`config.mk`:
```
export PLATFORM = sky130hd
export DESIGN_NAME = mem_op_ctrl
export DESIGN_NICKNAME = d
export VERILOG_FILES = /design/src/rtl/mem_op_ctrl.sv
export SDC_FILE = /design/constraint.sdc
export NUM_CORES = 1
export LEC_CHECK = 0
export BUFFER_PORTS_ARGS = -buffer_cell sky130_fd_sc_hd__clkbuf_2
export CORE_MARGIN = 5
export CORE_UTILIZATION = 41
export CTS_CLUSTER_DIAMETER = 60
export DETAILED_ROUTE_END_ITERATION = 8
export PLACE_DENSITY = 0.79
export SYNTH_ARGS = -nofsm -noshare
export SYNTH_HDL_FRONTEND = slang
export SYNTH_SLANG_ARGS = --single-unit
```
`constraint.sdc`:
```
create_clock -name clk -period 1.5 [get_ports clk]
set_input_delay 0.15 -clock clk [delete_from_list [all_inputs] [get_ports clk]]
set_output_delay 0.15 -clock clk [all_outputs]
set_load 0.01 [all_outputs]
```
`src/rtl/mem_op_ctrl.sv`:
```
`default_nettype none
// ---------------------------------------------------------------------------
// mem_op_ctrl : T-state controller for ld / ldi / st with memory wait states.
// Optional: MEM_TIMEOUT_EN adds a memory-wait timeout.  Revision: 1.0
// ---------------------------------------------------------------------------
module mem_op_ctrl #(
  parameter int               OPC_W     = 5,
  parameter logic [OPC_W-1:0] ADD_OP    = OPC_W'(5'b00011),
  parameter int               TO_CYCLES = 15
) (
  input  logic             clk,
  input  logic             clr,
  input  logic             start,
  input  logic [OPC_W-1:0] ir_opcode,
  input  logic             mem_ready,
  output logic             PCout,
  output logic             IncPC,
  output logic             MARin,
  output logic             Zin,
  output logic             ZLowOut,
  output logic             PCin,
  output logic             Read,
  output logic             Write,
  output logic             MDRin,
  output logic             MDRout,
  output logic             IRin,
  output logic             Grb,
  output logic             BAout,
  output logic             Yin,
  output logic             Cout,
  output logic             Gra,
  output logic             Rin,
  output logic             Rout,
  output logic [OPC_W-1:0] alu_op,
  output logic             busy,
  output logic             done,
  output logic             fault
);

  localparam logic [OPC_W-1:0] OP_LD  = '0;
  localparam logic [OPC_W-1:0] OP_LDI = OPC_W'(1);
  localparam logic [OPC_W-1:0] OP_ST  = OPC_W'(2);

  typedef enum logic [3:0] {
    S_IDLE, S_T0, S_T1, S_T2, S_T3, S_T4, S_T5, S_T6, S_T7, S_FAULT
  } state_t;

  state_t           state, state_nxt;
  logic [OPC_W-1:0] op;
  logic             legal;
  logic             timeout;

  generate
    if (TO_CYCLES < 1) begin : g_to_check
      $error("TO_CYCLES must be at least 1");
    end
  endgenerate

  assign legal = (ir_opcode == OP_LD) || (ir_opcode == OP_LDI) || (ir_opcode == OP_ST);

  always_ff @(posedge clk or posedge clr) begin
    if (clr) begin
      state <= S_IDLE;
      op    <= '0;
    end else begin
      state <= state_nxt;
      if (state == S_T3) op <= ir_opcode;
    end
  end

`ifdef MEM_TIMEOUT_EN
  localparam int CNT_W = $clog2(TO_CYCLES + 1);
  logic [CNT_W-1:0] wait_cnt;
  logic             mem_wait;

  assign mem_wait = (state == S_T1) || ((state == S_T6) && (op == OP_LD)) ||
                    ((state == S_T7) && (op == OP_ST));
  assign timeout  = mem_wait && !mem_ready && (wait_cnt == CNT_W'(TO_CYCLES - 1));

  // Cleared on every state change, so each wait state starts from zero.
  always_ff @(posedge clk or posedge clr) begin
    if (clr)                         wait_cnt <= '0;
    else if (state_nxt != state)     wait_cnt <= '0;
    else if (mem_wait && !mem_ready) wait_cnt <= wait_cnt + 1'b1;
  end
`else
  assign timeout = 1'b0;
`endif

  always_comb begin
    state_nxt = state;
    {PCout, IncPC, MARin, Zin, ZLowOut, PCin, Read, Write, MDRin} = '0;
    {MDRout, IRin, Grb, BAout, Yin, Cout, Gra, Rin, Rout}         = '0;
    alu_op = '0;
    busy   = 1'b1;
    done   = 1'b0;
    fault  = 1'b0;
    case (state)
      S_IDLE: begin
        busy = 1'b0;
        if (start) state_nxt = S_T0;
      end
      S_T0: begin
        {PCout, MARin, IncPC, Zin} = '1;
        state_nxt = S_T1;
      end
      S_T1: begin
        {ZLowOut, PCin, Read, MDRin} = '1;
        if (mem_ready) state_nxt = S_T2;
      end
      S_T2: begin
        {MDRout, IRin} = '1;
        state_nxt = S_T3;
      end
      S_T3: begin
        if (legal) begin
          {Grb, BAout, Yin} = '1;
          state_nxt = S_T4;
        end else begin
          state_nxt = S_FAULT;
        end
      end
      S_T4: begin
        {Cout, Zin} = '1;
        alu_op    = ADD_OP;
        state_nxt = S_T5;
      end
      S_T5: begin
        ZLowOut = 1'b1;
        if (op == OP_LDI) begin
          {Gra, Rin, done} = '1;
          state_nxt = S_IDLE;
        end else begin
          MARin     = 1'b1;
          state_nxt = S_T6;
        end
      end
      S_T6: begin
        MDRin = 1'b1;
        if (op == OP_LD) begin
          Read = 1'b1;
          if (mem_ready) state_nxt = S_T7;
        end else begin
          {Gra, Rout} = '1;
          state_nxt = S_T7;
        end
      end
      S_T7: begin
        if (op == OP_LD) begin
          {MDRout, Gra, Rin, done} = '1;
          state_nxt = S_IDLE;
        end else begin
          Write = 1'b1;
          if (mem_ready) begin
            done      = 1'b1;
            state_nxt = S_IDLE;
          end
        end
      end
      S_FAULT: begin
        busy  = 1'b0;
        fault = 1'b1;
      end
      default: begin
        busy      = 1'b0;
        state_nxt = S_IDLE;
      end
    endcase
    if (timeout) state_nxt = S_FAULT;
  end

endmodule
`default_nettype wire

```
==> Yosys cells after proc, flatten, opt, wreduce, memory -nomap -nowiden <==
Index checks and enable logic that the tools add are counted.
W data, S select, Z words.
{ "op_classes": {"muxes": 35, "reduce_logical": 10, "n_eq_ne": 16, "n_bitwise": 1} }
{ "ops": {"columns": ["operator", "n"], "rows": [
  ["$pmux W4 S10", 1],
  ["$mux W4", 7],
  ["$mux W1", 19],
  ["$eq A4 B3 Y1 const B", 4],
  ["$eq A5 B1 Y1 const B", 2],
  ["$logic_not A5 Y1", 2],
  ["$pmux W1 S2", 5],
  ["$eq A4 B2 Y1 const B", 2],
  ["$eq A4 B4 Y1 const B", 2],
  ["$reduce_or A8 Y1", 1],
  ["$ne A3 B3 Y1 const B", 2],
  ["$reduce_or A2 Y1", 3],
  ["$eq A5 B2 Y1 const B", 1],
  ["$reduce_and A5 Y1", 1],
  ["$eq A4 B1 Y1 const B", 1],
  ["$logic_not A4 Y1", 1],
  ["$ne A2 B2 Y1 const B", 2],
  ["$mux W3", 1],
  ["$pmux W1 S3", 1],
  ["$logic_or A1 B1 Y1", 2],
  ["$mux W2", 1],
  ["$not A1 Y1", 1]
]} }
{ "totals": {"output_inout_bits": 26, "elab_cells": 64, "regBits": 9} }

==> Logic depth before layout (Yosys ltp) <==
{ "depth": {"word_depth": 5, "ltp_mapped": 5, "ltp_nobuf": 4} }

==> Worst setup path after synthesis <==
Ideal clock, no wire load.
{ "synth_timing": {"path_kind": "register -> output", "start": "reg op[4]", "end": "out Gra", "stages_incl_launch_ff": 5, "setup_slack_ns": -0.157, "n_path_buf": 0, "t_arrival_ns": 1.507, "required_time_ns": 1.350, "cell_sequence": "dfrtp_1 or4_4 nor2_1 nor3_1 or2_2"} }
{ "synth_between": {"elab_chain_cells": 3, "word_cells_on_any_way": 6} }
{ "synth_rtl": {"columns": ["element", "line", "text"], "rows": [
  ["start, declared", "49", "logic [OPC_W-1:0] op;"],
  ["start signal, assigned", "67", "if (state == S_T3) op <= ir_opcode;"],
  ["$eq A5 B1 Y1 or $logic_not A5 Y1 (tied branches)", "130, 140, 149", null],
  ["$mux W1 (on tied branches)", "130, 140, 149", null],
  ["$pmux W1 S3 *", "98", "case (state)"],
  ["end, declared", "31", "output logic Gra,"]
]} }
Mark *: on every way between the ends. The rest lies on a longest branch, timed or not.

==> Worst setup path after layout <==
{ "layout_timing": {"start": "reg op[3]", "end": "out Read"} }
{ "layout_between": {"elab_chain_cells": 3} }
{ "layout_rtl": {"columns": ["element", "line", "text"], "rows": [
  ["$logic_not A5 Y1", "140", "if (op == OP_LD) begin"],
  ["$mux W1", "140", null],
  ["$pmux W1 S2", "98", null],
  ["end, declared", "22", "output logic Read,"]
]} }
Every way passes these cells.

==> results.ini <==
[status]
status = finished, violations left
violations = setup timing

[timing]
finalCritPeriodShare_pct = 130
setup_ws_ns = -0.445
hold_violations = 0
fin_worst_skew_ns = 0.00151
slew_viol_final = 0
setup_viol = 25
grt_setup_unrepaired = yes
max_freq_mhz = 514
finalCriticalPeriod_ns = 1.94

[placed_design]
gp_congestion = 0.858
dpl.cell_count = 165
dp_slack_ns = -0.145
dpl_cell_area_sq_mm = 0.00109
portBuffers = 31
dp_hpwl_um = 1790

[layout]
layout-drive-gt1-share_pct = 69.4
stdcell_count = 182
fin_area_sq_mm = 0.00149
area_growth_pct = 91.0
n_fill_cell = 114
nNetsFinal = 167
num_antenna_cells = 0

[synthesis]
synth_edf_count = 0
ys_async_sr_fraction_pct = 100
ys_dominant_reg_cell = dfrtp_1
avgSynthCellArea_sq_um = 7.94
synth-seq-area-share_pct = 28.9
synth-warning-count = 0
synth.distinct_cells = 35
synth_cells = 98
syn_area_sq_um = 778
synth_seq_cells = 9

[clock_network]
cts_tree = built
cts_inserted_buffers = 3
cts.clk_slew.worst_paths_ns = 0.06
insertion_delay_ns = 0.26
cts.sinks = 9
root_buffer = clkbuf_4
cts.htree.levels = 1
clk_path_buf_depth = 2

[routing]
wl_um = 2980
drtPass1Iterations = 4
viasPerCell = 5.37
via_count = 978
drc = 0
drt_iter0_drc = 20
wl_per_cell_um = 16.4
postRouteAntennaNets = 0

[global_route]
grt-ovfl-total = 0
grt_pass1_wl_um = 4260
grt_pass1_vias = 906
grtUsageTotal_pct = 20.3
antenna_found_initial = 0
grt_max_degree = 17

[die]
core_area_sq_mm = 0.00176
fp.dieArea_sq_mm = 0.00287
io_pins = 35
die_h_um = 53.6
rows = 15
fp.dieW_um = 53.6
start_util_pct = 44.1

[worst_setup_path]
crit_path_top_delay_cell = or4_4
timing.critical_path.cells = or4_4, o31ai_4, nor2b_4, buf_6
rr_startpoint = op[3]$_DFFE_PP0P_
crit_arrival_ns = 1.79
crit_fanout = 3
r2r_slack_ns = -0.33
endpoint_kind = primary output
start_kind = flop
cpPeakStageDelay_ns = 0.59
critPathKind = flop to primary output
reg2reg_depth = 5
crit_path_start = op[3]$_DFFE_PP0P_
reg2reg_to = state[3]$_DFFE_PP0P_
worst_setup_path_endpoint = Read
cp.required_ns = 1.35

[pwr]
total_power_mw = 3.44
powerDensity_mw_per_mm2 = 2310
p_leak_nw = 0.711
ir_worst_vdd_uv = 1640

[worst_hold_path]
hold_class = input pin to flop

[job]
drv_cap = 0

==> timing repair <==
action                                 4_1_cts  5_1_grt
gates resized for setup                     28       53
buffers inserted                             7       10
gates cloned                                 0        0
setup endpoints to repair                   26       32
pin swaps                                    6       12
hold buffers                                 1        0
endpoints found under the hold margin        9        0
==> cells by family (layout without fill, tap and decap cells) <==
family	after synthesis	count (layout)	share of synthesized area, %
simple gates	41	41	27.8
compound gates	22	22	20.4
buf+inv	18	75	12.9
flops	9	9	28.9
mux	5	5	7.23
xor+xnor	2	2	2.25
other cells	1	3	0.482
==> layer usage <==
metal | vias to the layer above | wire, um | track usage [%]
met1 | 462 | 1090 | 23.9
li1 | 454 | - | -
met5 | - | 0 | 0
met4 | 0 | 131 | 6.81
met3 | 12 | 173 | 1.94
met2 | 50 | 1580 | 38.0
==> state kept, by name, indices dropped and copies added (netlist names) <==
register and cells:
op 5, state 4
==> how the worst min path moves through the flow <==
stage,startpoint,end,slack [ns],depth (start not counted)
floorplan,clr,op[0]$_DFFE_PP0P_,-0.02,1
global placement,clr,op[4]$_DFFE_PP0P_,0.1,2
detailed placement,clr,op[3]$_DFFE_PP0P_,0.11,2
CTS,ir_opcode[0],op[0]$_DFFE_PP0P_,0.14,2
global route,ir_opcode[3],op[3]$_DFFE_PP0P_,0.14,2
finish,ir_opcode[0],op[0]$_DFFE_PP0P_,0.14,2
==> cells in the mapped netlist (2+ instances only) <==
cell / instances / area share (%)
nor3_1: 8 / 5.1
dfrtp_1: 9 / 29
nor2_1: 10 / 4.8
nand2_1: 7 / 3.4
buf_4: 8 / 7.7
or2_2: 3 / 2.4
a21oi_1: 9 / 5.8
inv_1: 5 / 2.4
o21ai_0: 3 / 1.9
clkbuf_1: 3 / 1.4
buf_2: 2 / 1.3
nand2b_1: 4 / 3.2
mux2_2: 5 / 7.2
==> area by class of cell <==
cell class	count	area [sq um]	share of cell area, %
timing repair buffer	66	528	35.5
multi-input combinational	73	653	43.9
tap	25	31.3	2.10
clock buffer	4	26.3	1.77
sequential	9	226	15.2
inverter	5	21.3	1.43
==> power by group <==
part	switching, mW	internal (mW)	total (mW)	leakage, nW
clock	0.0853	0.103	0.188	0.0150
sequential	0.140	0.370	0.510	0.109
combinational	1.33	1.40	2.74	0.587
==> critical path, delay by kind of cell, from the launching register on <==
| family | cells | cell delay (ns) |
|---|---|---|
| compound gates | 1 | 0.28 |
| buf+inv | 1 | 0.10 |
| flops | 1 | 0.38 |
| simple gates | 2 | 0.77 |
==> stage by stage <==
step | setup TNS (ns) | hold WS, ns | utilization (%)
finish | -5.32 | 0.137 | 84.3
global route | -7.18 | 0.139 | 84.3
CTS | -3.84 | 0.139 | 73.2
detailed placement | -0.748 | 0.106 | 61.9
global placement | -0.514 | 0.0953 | 61.9
floorplan | -0.276 | -0.0221 | -
==> layout by cell type (no fill, tap or decap), types with 2 or more instances in the layout <==
cell type / netlist / routed
buf_4: 8 / 22
dfrtp_1: 9 / 8
nor2_4: 0 / 2
a21oi_1: 9 / 4
o21ai_0: 3 / 2
nand2b_1: 4 / 3
buf_2: 2 / 15
nor3_4: 0 / 2
buf_6: 0 / 18
or2_4: 0 / 2
a21oi_2: 0 / 5
mux2_4: 0 / 5
clkbuf_4: 0 / 3
nor3_2: 0 / 5
inv_1: 5 / 3
nand2_1: 7 / 7
clkbuf_2: 0 / 8
conb_1: 1 / 3
nor2_1: 10 / 7
No activity file was read; power rests on OpenSTA's default activity.
